`config.mk`:
```
export PLATFORM = sky130hd
export DESIGN_NAME = iob_rs232_rx
export DESIGN_NICKNAME = d
export VERILOG_FILES = /design/src/rtl/iob_rs232_rx_pkg.sv /design/src/rtl/iob_rs232_rx_fifo.sv /design/src/rtl/iob_rs232_rx.sv
export SDC_FILE = /design/constraint.sdc
export NUM_CORES = 1
export LEC_CHECK = 0
export ABC_AREA = 1
export CORE_AREA = 3 3 77 79
export DETAILED_ROUTE_END_ITERATION = 7
export DIE_AREA = 0 0 80 82
export PLACE_DENSITY = 0.77
export SLEW_MARGIN = 20
export SYNTH_ARGS = -nofsm -noshare
export SYNTH_HDL_FRONTEND = slang
export SYNTH_SLANG_ARGS = --single-unit
export TNS_END_PERCENT = 1
```
`constraint.sdc`:
```
create_clock -name clk_i -period 2.58 [get_ports clk_i]
set_input_delay 0.258 -clock clk_i [delete_from_list [all_inputs] [get_ports clk_i]]
set_output_delay 0.258 -clock clk_i [all_outputs]
set_load 0.01 [all_outputs]
```
`src/rtl/iob_rs232_rx_pkg.sv`:
```
// Shared definitions for the RS-232 receiver: byte width, FSM encoding and
// the bit-period derivation from clock and baud rates.
package iob_rs232_rx_pkg;

    localparam int DATA_W = 8;

    typedef enum logic [2:0] {
        ST_IDLE      = 3'd0,
        ST_START     = 3'd1,
        ST_DATA      = 3'd2,
        ST_STOP      = 3'd3,
        ST_WAIT_HIGH = 3'd4
    } state_t;

    // Clock cycles per line bit, truncated.
    function automatic int calc_div(input int freq, input int baud);
        return freq / baud;
    endfunction

    // Cycles from the start edge to the middle of the start bit.
    function automatic int calc_half(input int div);
        return div / 2;
    endfunction

endpackage

```
`src/rtl/iob_rs232_rx_fifo.sv`:
```
// First-word-fallthrough receive FIFO. Head entry is always visible on
// data_o; a push into a full FIFO is accepted only when a pop frees a slot
// in the same cycle.
module iob_rs232_rx_fifo
    import iob_rs232_rx_pkg::*;
#(
    parameter int AW = 2,
    parameter int W  = DATA_W
) (
    input  logic         clk_i,
    input  logic         rst_i,
    input  logic         cke_i,
    input  logic         push_i,
    input  logic [W-1:0] data_i,
    input  logic         pop_i,
    output logic [W-1:0] data_o,
    output logic         empty_o,
    output logic         full_o,
    output logic [AW:0]  level_o
);

    localparam logic [AW:0] DEPTH = (AW + 1)'(2 ** AW);

    logic [W-1:0]  r_mem [2**AW];
    logic [AW-1:0] r_wptr;
    logic [AW-1:0] r_rptr;
    logic [AW:0]   r_level;
    logic          w_push;
    logic          w_pop;

    assign empty_o = (r_level == '0);
    assign full_o  = (r_level == DEPTH);
    assign level_o = r_level;
    assign w_pop   = cke_i && pop_i && !empty_o;
    assign w_push  = cke_i && push_i && (!full_o || w_pop);
    assign data_o  = empty_o ? '0 : r_mem[r_rptr];

    // Pointer and occupancy bookkeeping; pointers wrap naturally.
    always_ff @(posedge clk_i) begin
        if (rst_i) begin
            r_wptr  <= '0;
            r_rptr  <= '0;
            r_level <= '0;
        end else begin
            if (w_push) r_wptr <= r_wptr + AW'(1);
            if (w_pop)  r_rptr <= r_rptr + AW'(1);
            case ({w_push, w_pop})
                2'b10:   r_level <= r_level + (AW + 1)'(1);
                2'b01:   r_level <= r_level - (AW + 1)'(1);
                default: r_level <= r_level;
            endcase
        end
    end

    // Storage array; contents are don't-care while the slot is empty.
    always_ff @(posedge clk_i) begin
        if (w_push) r_mem[r_wptr] <= data_i;
    end

endmodule

```
`src/rtl/iob_rs232_rx.sv`:
```
// 8N1 RS-232 receiver with mid-bit sampling, frame-error detection,
// a small FWFT receive FIFO with overrun reporting and RTS flow control.
module iob_rs232_rx
    import iob_rs232_rx_pkg::*;
#(
    parameter int FREQ    = 100000000,
    parameter int BAUD    = 115200,
    parameter int FIFO_AW = 2
) (
    input  logic              clk_i,
    input  logic              rst_i,
    input  logic              cke_i,
    input  logic              rxd_i,
    output logic              rts_o,
    output logic [DATA_W-1:0] data_o,
    output logic              valid_o,
    input  logic              ready_i,
    output logic              frame_err_o,
    output logic              overrun_o
);

    localparam int DIV   = calc_div(FREQ, BAUD);
    localparam int HALF  = calc_half(DIV);
    localparam int CNT_W = $clog2(DIV + 1);
    localparam int DEPTH = 2 ** FIFO_AW;

    localparam logic [CNT_W-1:0]   CNT_BIT     = CNT_W'(DIV - 1);
    localparam logic [CNT_W-1:0]   CNT_HALF    = CNT_W'(HALF - 1);
    localparam logic [FIFO_AW:0]   RTS_MAX_LVL = (FIFO_AW + 1)'(DEPTH - 2);

    logic              r_sync1;
    logic              r_sync2;
    logic              w_rxd;
    state_t            r_state;
    state_t            w_state_nxt;
    logic [CNT_W-1:0]  r_cnt;
    logic [2:0]        r_bit;
    logic [DATA_W-1:0] r_shift;
    logic              w_cnt_zero;
    logic              w_push;
    logic              w_ferr;
    logic              w_pop;
    logic              w_full;
    logic              w_empty;
    logic [FIFO_AW:0]  w_level;
    logic              r_rts;
    logic              r_ferr;
    logic              r_ovr;

    assign w_rxd       = r_sync2;
    assign w_cnt_zero  = (r_cnt == '0);
    assign valid_o     = !w_empty;
    assign w_pop       = valid_o && ready_i;
    assign rts_o       = r_rts;
    assign frame_err_o = r_ferr;
    assign overrun_o   = r_ovr;

    // Two-flop synchroniser for the asynchronous line, idling high.
    always_ff @(posedge clk_i) begin
        if (rst_i) begin
            r_sync1 <= 1'b1;
            r_sync2 <= 1'b1;
        end else if (cke_i) begin
            r_sync1 <= rxd_i;
            r_sync2 <= r_sync1;
        end
    end

    // FSM state register.
    always_ff @(posedge clk_i) begin
        if (rst_i)      r_state <= ST_IDLE;
        else if (cke_i) r_state <= w_state_nxt;
    end

    // FSM next-state logic; a high start-bit sample is treated as a glitch.
    always_comb begin
        w_state_nxt = r_state;
        case (r_state)
            ST_IDLE:      if (!w_rxd) w_state_nxt = ST_START;
            ST_START:     if (w_cnt_zero) w_state_nxt = w_rxd ? ST_IDLE : ST_DATA;
            ST_DATA:      if (w_cnt_zero && (r_bit == 3'd7)) w_state_nxt = ST_STOP;
            ST_STOP:      if (w_cnt_zero) w_state_nxt = w_rxd ? ST_IDLE : ST_WAIT_HIGH;
            ST_WAIT_HIGH: if (w_rxd) w_state_nxt = ST_IDLE;
            default:      w_state_nxt = ST_IDLE;
        endcase
    end

    // FSM outputs: stop-bit sample either delivers the byte or flags an error.
    always_comb begin
        w_push = 1'b0;
        w_ferr = 1'b0;
        if ((r_state == ST_STOP) && w_cnt_zero) begin
            w_push = w_rxd;
            w_ferr = !w_rxd;
        end
    end

    // Bit-period counter and bit index.
    always_ff @(posedge clk_i) begin
        if (rst_i) begin
            r_cnt <= '0;
            r_bit <= '0;
        end else if (cke_i) begin
            case (r_state)
                ST_IDLE: begin
                    if (!w_rxd) r_cnt <= CNT_HALF;
                end
                ST_START: begin
                    if (w_cnt_zero) begin
                        r_cnt <= CNT_BIT;
                        r_bit <= '0;
                    end else begin
                        r_cnt <= r_cnt - CNT_W'(1);
                    end
                end
                ST_DATA: begin
                    if (w_cnt_zero) begin
                        r_cnt <= CNT_BIT;
                        r_bit <= r_bit + 3'd1;
                    end else begin
                        r_cnt <= r_cnt - CNT_W'(1);
                    end
                end
                ST_STOP: begin
                    if (!w_cnt_zero) r_cnt <= r_cnt - CNT_W'(1);
                end
                default: r_cnt <= r_cnt;
            endcase
        end
    end

    // LSB-first shift register; every byte overwrites all eight bits.
    always_ff @(posedge clk_i) begin
        if (cke_i && (r_state == ST_DATA) && w_cnt_zero)
            r_shift <= {w_rxd, r_shift[DATA_W-1:1]};
    end

    // Registered status: error/overrun pulses and RTS from current occupancy.
    always_ff @(posedge clk_i) begin
        if (rst_i) begin
            r_ferr <= 1'b0;
            r_ovr  <= 1'b0;
            r_rts  <= 1'b1;
        end else if (cke_i) begin
            r_ferr <= w_ferr;
            r_ovr  <= w_push && w_full && !w_pop;
            r_rts  <= (w_level <= RTS_MAX_LVL);
        end
    end

    iob_rs232_rx_fifo #(
        .AW (FIFO_AW),
        .W  (DATA_W)
    ) u_fifo (
        .clk_i   (clk_i),
        .rst_i   (rst_i),
        .cke_i   (cke_i),
        .push_i  (w_push),
        .data_i  (r_shift),
        .pop_i   (w_pop),
        .data_o  (data_o),
        .empty_o (w_empty),
        .full_o  (w_full),
        .level_o (w_level)
    );

endmodule

```
==> results list, run 1 <==
* Final Worst Setup Slack: between 0.2 and 0.25 ns
- Warnings from Yosys: 0
- The worst path in the final design needs a cycle of 2.37 ns, including I/O delays and setup.
- The final critical path takes up between 90% and 100% of the cycle.
- In this run, post-CTS hold repair placed 0 buffers.
* Setup slack of the worst register-to-register path: 0.55 ns
- Clock tree from TritonCTS: done
* Total wire length after detailed routing: around 5600 um
* Cell depth of the worst min-delay path: 2
- Max-cap violations: 0
- Worst-margin pin slew: 0.585 ns
- Post-CTS repair timing setup buffer count: 0
- Die width: about 80 um
- Post-cts repair resize count: 0
- Status: finished, final reports clean
- Hold crit path type: flip-flop to flip-flop
* Average wire per cell in the routed design: approximately 13 um
- Clk sinks: 70
- Placed Cells: a little over 400
* Type of destination of the critical path: primary output
- Before antenna repair, the detailed router went through 4 iterations.
- In this run, distinct cell masters in the synthesized netlist total 38.
- Initial Utilization: a little under three fifths
* Final estimated routing congestion in global placement: slightly above 0.8
* Share of the core filled with cells: between 60% and 70%
* N_diodes: 0
- Power density over the cells: roughly 860 nW/um^2
- Die Span Y: 82 um
* Hold EP: r_sync1$_SDFFE_PP1P_
* CP Cell Sequence: inv_2 > o21ai_0 > a21oi_1 > clkdlybuf4s50_1
- Pins Over Slew Limit: 0
* Via density: roughly 5.2
- Vias: 2207
- In this run the critical register-to-register path is captured at u_fifo.level_o[1]$_SDFFE_PP0P_.
* Most common library cells after synthesis: nor2_1 (55), edfxtp_1 (40), nand2_1 (33)
- Global-route total usage across every layer: 19.0%
* Fraction of layout cells with a size suffix above 1: between 10% and 20%
- Total I/O pin count: 17
- The root buffer cell chosen for the clock tree is clkbuf_8.
- The synthesized design contains 40 enable-type register cells.
- Setup violations remaining at the end of the flow were counted as 0.
- Share of flip-flops with an asynchronous set or reset after synthesis: 0%
* CP max FO: 17
- Achievable clock frequency: 423 MHz
- At the later pin of the worst-skew pair, clock insertion delay measures 0.34 ns.
- Setup TNS after final layout: 0 ns
- Post-Syn Area: 3100 sq um
* Highest ir drop seen on vdd: approximately 0.00060 V
- Core ar.: 5410 sq um
- Layout overhead on the synthesized area: 14.5%
- Site Rows: 27
- Unrepaired setup endpoints after global routing: no
- The final count of hold timing violations is 0.
- After legalization and detailed placement, the total HPWL measured just under 4000 um.
* H-tree level count: 3
- The worst register-to-register path begins at r_cnt[1]$_SDFFE_PP0P_.
- Cell type with the largest total area after synthesis: edfxtp_1
- For this run, the post-layout net count is between 300 and 400.
* Primary flip-flop cell chosen by synthesis mapping: edfxtp_1
* Slowest cell on the critical path: dfxtp_1
- In this run the tightest slew margin relative to its limit is between 60 and 70%.
* Clock edge transition at the registers on the reported setup and hold paths: around 0.070 ns
* Remaining global-route overflow: 0
- The first routing iteration left 130 violations.
* Static power due to leakage: approximately 1.3 nW
* Cells taking the most area after synthesis: edfxtp_1 (39%), dfxtp_1 (19%), nor2_1 (6.7%), o21ai_0 (5.0%), a21oi_1 (4.7%)
* Count of nets left with antenna violations after detail routing: 0
- For this run, the slowest stage of the critical path takes roughly 0.69 ns.
- The share of synthesized area in the top cell type comes to 38.7%.
- The worst setup path is launched from a flip-flop.
- Wire length of the first global-routing pass: ~9400 um
* Pin count of the biggest net entering global routing: 18
- Final cell count without fillers: between 400 and 500
- The number of global-route vias before repair came to ~2100.
- Synthesis inferred 70 register bits.
- Mapped Cells: 320
- Counting the buffers created by CTS gives 9.
* Cell count of the worst reg-to-reg path: 9
- STA puts the critical path data required time at between 2 and 2.5 ns.
- The clock arrives with roughly 0.012 ns of skew.
* Clock Path Buffers: 2
* Fill cell instance count of the final layout: 440
- The count of buffers added on input and output ports is 16.
* Most used standard cell by instance count after synthesis: nor2_1
- After detailed routing, the number of remaining DRC violations is 0.
* Launch instance of the worst min-delay path: r_sync1$_SDFFE_PP1P_
* Worst setup slack before clock tree synthesis: 0.485 ns
- In the final layout, flip-flops and latches occupy ~1800 sq um.
* Combined area of the multi-input logic cells: 1150 sq um
- Die area: 6560 sq um
* Initial antenna violation count: 0
- Worst endpoint data arrival time: about 2.1 ns
* Post-synthesis sequential area ratio: 58.1%
- Mean cell area of the mapped netlist: 9.69 sq um
- Critical path type: flip-flop to primary output
* Post-Synthesis Net Count: between 300 and 400
==> sequential cells by signal, summed over array words and instances, names as in the netlist, 2 cells and up, named ones only <==
| name | count |
|---|---|
| r_bit | 3 |
| r_cnt | 10 |
| u_fifo.r_mem | 32 |
| u_fifo.level_o | 3 |
| u_fifo.r_wptr | 2 |
| r_shift | 8 |
| u_fifo.r_rptr | 2 |
| r_state | 3 |
==> logic make-up after synthesis <==
logic type / Yosys count / share of synthesized area (%)
AND/OR/NAND/NOR: 128 / 19.6
AO/OA/AOI/OAI: 71 / 12.8
flip-flops: 70 / 58.1
buffers and inverters: 39 / 4.92
adder cells (fa/ha/maj): 8 / 3.47
XOR/XNOR: 4 / 1.13
==> through the flow <==
| step | hold slack, ns | power [mW] | instance area, sq um |
|---|---|---|---|
| finish | 0.471 | 3.06 | 3550 |
| global route | 0.498 | 3.25 | 3550 |
| CTS | 0.466 | 3.08 | 3550 |
| detailed placement | 0.449 | 2.30 | 3380 |
| global placement | 0.451 | 2.27 | 3380 |
| floorplan | 0.358 | 2.10 | 3100 |
==> worst max-delay path by stage <==
stage	cells after the start	startpoint	end
4_1_cts	4	flip-flop	data_o[7]
2_1_floorplan	8	r_cnt[0]$_SDFFE_PP0P_	u_fifo.r_mem[0][0]$_DFFE_PP_
3_3_place_gp	9	cke_i	u_fifo.level_o[2]$_SDFFE_PP0P_
6_report	4	flip-flop	data_o[7]
3_5_place_dp	9	cke_i	u_fifo.level_o[2]$_SDFFE_PP0P_
5_1_grt	4	flip-flop	data_o[7]
==> power breakdown <==
group / switching, mW / total [mW] / internal (mW)
clock network: 0.403 / 0.778 / 0.376
logic: 0.586 / 0.926 / 0.341
registers: 0.0862 / 1.35 / 1.27
==> layer usage <==
metal / up-vias / share of wire, % / global-route usage, %
met2: 42 / 51 / 32.8
met5: - / 0 / 0
li1: 1139 / - / -
met4: 0 / 1.5 / 9.12
met1: 1016 / 44 / 22.4
met3: 10 / 3.9 / 4.17
==> area by class of cell <==
type	instances	share of cell area [%]
clock inverters	5	0.986
clock buffers	11	3.98
inverters	32	3.49
repair buffers	23	5.99
well taps	72	2.54
flip-flops and latches	70	50.7
multi-input cells	211	32.3
==> cell usage in the layout, fill, tap and decap left out, types with 2 or more instances in the layout <==
cell type | netlist | layout
o21ai_1 | 3 | 3
clkbuf_8 | 0 | 10
nor3_1 | 6 | 6
ha_1 | 7 | 7
nor2_1 | 55 | 55
nor2_2 | 4 | 4
dfxtp_1 | 30 | 30
nand3_2 | 3 | 3
nand2_1 | 33 | 33
edfxtp_1 | 40 | 40
a21oi_1 | 29 | 29
clkdlybuf4s50_1 | 0 | 16
buf_4 | 0 | 7
inv_1 | 26 | 26
clkinvlp_4 | 0 | 2
nand2_2 | 6 | 6
nand3_1 | 12 | 12
clkinv_2 | 1 | 2
xnor2_1 | 2 | 2
o21ai_0 | 31 | 31
inv_4 | 1 | 2
nor2_4 | 2 | 2
xor2_1 | 2 | 2
inv_2 | 4 | 4
nor3b_1 | 2 | 2
==> worst max-delay path: cells and delay by family (launching register included) <==
family / cells / cell delay, ns
AO/OA/AOI/OAI: 2 / 0.34
buffers and inverters: 2 / 0.74
flip-flops: 1 / 0.69
Note: power is estimated with default switching activity, not from simulation.
==> run 2, diff against run 1 <==
--- a/config.mk
+++ b/config.mk
@@ -6,10 +6,12 @@
 export NUM_CORES = 1
 export LEC_CHECK = 0
 export ABC_AREA = 1
-export CORE_AREA = 3 3 77 79
+export CELL_PAD_IN_SITES_DETAIL_PLACEMENT = 0
+export CELL_PAD_IN_SITES_GLOBAL_PLACEMENT = 1
+export CORE_AREA = 3 3 99 78
 export DETAILED_ROUTE_END_ITERATION = 7
-export DIE_AREA = 0 0 80 82
-export PLACE_DENSITY = 0.77
+export DIE_AREA = 0 0 102 81
+export PLACE_DENSITY_LB_ADDON = 0.1
 export SLEW_MARGIN = 20
 export SYNTH_ARGS = -nofsm -noshare
 export SYNTH_HDL_FRONTEND = slang
==> run 2 against run 1 <==
Against the previous run: critical path depth stayed put; die area increased by 26%; clock power increased by 11%; total power increased by 2.9%; clock-buffer cell count decreased by 2; highest routed layer unchanged; cell count grew 3.5%; via count down 1.2%; critical endpoint unchanged; flip-flop and latch count is the same; sequential share of layout area decreased by 0.77 points; setup slack better by 0.16 ns; combinational power rose by 0.9%; worst hold slack lost 0.0060 ns.
==> results list, run 2 (synthesis results as in run 1) <==
- STA classifies the critical path endpoint as a primary output.
* Initial Utilization: about 46%
- From synthesis to final layout, the design area changed by 16.4%.
- The analysis attributes to cell leakage a power of between 1 and 1.5 nW.
* Die Span Y: ~81 um
- TritonCTS built the clock tree.
* Unrepaired setup endpoints after global routing: no
- H-tree level count: 3
- Initial antenna violation count: 0
- In the final routed layout, each cell accounts on average for ~14 um.
- Sequential fraction of design power: 43.0%
- Vias: ~2200
- Port Buffer Count: 16
- Using the TritonRoute via totals, the vias-per-cell ratio works out to 4.97.
- Wires add up to 6110 um.
- In this run the worst path has a maximum fanout of 16.
- Highest ir drop seen on vdd: ~0.00050 V
- Total of endpoints with negative setup slack in the final report: 0
* Drt drc: 0
- Worst hold slack: 0.465 ns
- The count of nets left with antenna violations once routing finished came out at 0.
- Core ar.: ~6800 sq um
- The register with the most flip-flops in the layout has 32 of them.
- The later pin in the worst-skew pair is clocked with a latency of about 0.34 ns.
- Counting flops per register, the top entry is u_fifo.r_mem.
- Leading cell types in the layout, fill and taps excluded: nor2_1 (55), edfxtp_1 (40), nand2_1 (33)
* Switching component of the power: 1.09 mW
- Clock Path Buffers: 2
- Max-Slew Margin vs Limit: 71.3%
- The clock drives 70 sinks.
- Placement-stage cell area: between 3000 and 4000 sq um
- Final cell count without fillers: approximately 440
* Library cell used as clock root buffer: clkbuf_8
* Power density over the cells: roughly 870 nW/um^2
- Entering global routing, the biggest net connects 17 pins.
- Site Rows: 26
- Crit start category: flip-flop
- WP data required: between 2 and 2.5 ns
- Status: finished, final reports clean
* Setup TNS after final layout: 0 ns
* Leading cell type in the layout, fill and taps excluded: nor2_1
- Clock buffer count from CTS: 9
* Power, Total: 3.15 mW
- In the final layout, the share of cells above drive strength 1 is between 10% and 20%.
- Wire segments on met2 add up to 2390 um in the final route.
- After global routing the overflow that remains totals 0.
* Internal power: roughly 2.1 mW
* Global-route total usage across every layer: between 10% and 20%
* Slowest cell on the critical path: clkdlybuf4s50_1
- Wire length of the first global-routing pass: 10500 um
* Share of the core filled with cells: 53.3%
* Worst setup slack before clock tree synthesis: 0.538 ns
- Total I/O pin count: 17
* Worst endpoint data arrival time: slightly below 2 ns
- The final count of hold timing violations is 0.
* Post-route clock skew: roughly 0.0087 ns
- Per report_power, the combinational group accounts for between 20% and 30% of the total.
- The floorplan step set the die width to approximately 100 um.
- Final estimated routing congestion in global placement: roughly 0.76
- Placed Cells: approximately 420
- Part of the power in the clock network: between 20 and 30%
- The finished cells cover 3610 sq um.
- Launch instance of the worst min-delay path: r_cnt[0]$_SDFFE_PP0P_
- Clock edge transition at the registers on the reported setup and hold paths: roughly 0.080 ns
- At the pin with the least slew margin, the transition time is 0.430 ns.
- Fraction of the cycle the final worst path needs: 85.6%
* Min cycle time layout: between 2 and 2.5 ns
* Hold crit path type: flip-flop to flip-flop
* Die area: 8260 sq um
- The detailed router used layers up to and including met4.
- Switching share of total power: roughly a third
* Max-cap violations: 0
- Iteration count of the initial detailed-routing pass: 4
- Detailed placement ended at an HPWL of 4350 um.
* Achievable clock frequency: 453 MHz
* WL met3: about 290 um
- Final Worst Setup Slack: 0.372 ns
- In the final layout, the registers with the most flip-flops are u_fifo.r_mem x32, r_cnt x10, r_shift x8.
- The startpoint identified for the worst register-to-register timing path is r_cnt[0]$_SDFFE_PP0P_.
- Number of nets in the final layout: 363
- Walking the worst path, the cells encountered are inv_2 > o21ai_0 > a21oi_1 > clkdlybuf4s50_1.
- The final count of pins violating max slew came to 0.
* Critical path type: flip-flop to primary output
- The largest single stage delay on the critical path is ~0.58 ns.
- The number of global-route vias before repair was 2101.
- N_diodes: 0
- After detailed routing, the wire length on met1 is 3370 um.
- The detailed router finished its first iteration with between 100 and 150 violations.
[run 2: worst paths after layout]
path | slack, ns | endpoint | depth (start not counted)
setup / recovery | 0.37 | data_o[7] | 4
hold / removal | 0.47 | r_cnt[0]$_SDFFE_PP0P_ | 1
setup reg to reg | 0.55 | u_fifo.level_o[1]$_SDFFE_PP0P_ | 9
hold reg to reg | 0.47 | r_cnt[0]$_SDFFE_PP0P_ | 1
[run 2: per-layer routing]
metal,vias to the layer above,global-route usage [%]
met5,-,0
met4,0,3.93
met3,4,5.92
met2,43,22.2
met1,991,26.3
li1,1142,-
[run 2: worst max-delay path, delay by kind of cell, from the launching register on]
family,cells,cell delay [ns]
DFF,1,0.41
AOI/OAI and AO/OA,2,0.37
buffers and inverters,2,0.81
[run 2: power groups by stage]
stage	logic [mW]	registers, mW	clock network [mW]
5_1_grt	1.05	1.37	0.934
4_1_cts	0.941	1.35	0.891
2_1_floorplan	0.748	1.36	0
3_3_place_gp	0.936	1.38	0
3_5_place_dp	0.935	1.38	0
6_report	0.934	1.35	0.862
[run 2: timing repair]
action / CTS / global route
hold buffers: 0 / 0
resized for setup: 0 / 1
buffers inserted: 0 / 0
endpoints found under the setup margin: 0 / 5
endpoints found under the hold margin: 0 / 0
[run 2: cell type report]
class	instances	area [sq um]
inverters	32	124
flip-flops and latches	70	1800
clock buffers	9	124
fillers	635	3160
clock inverters	7	71.3
repair buffers	26	235
well taps	84	105
multi-input cells	211	1150
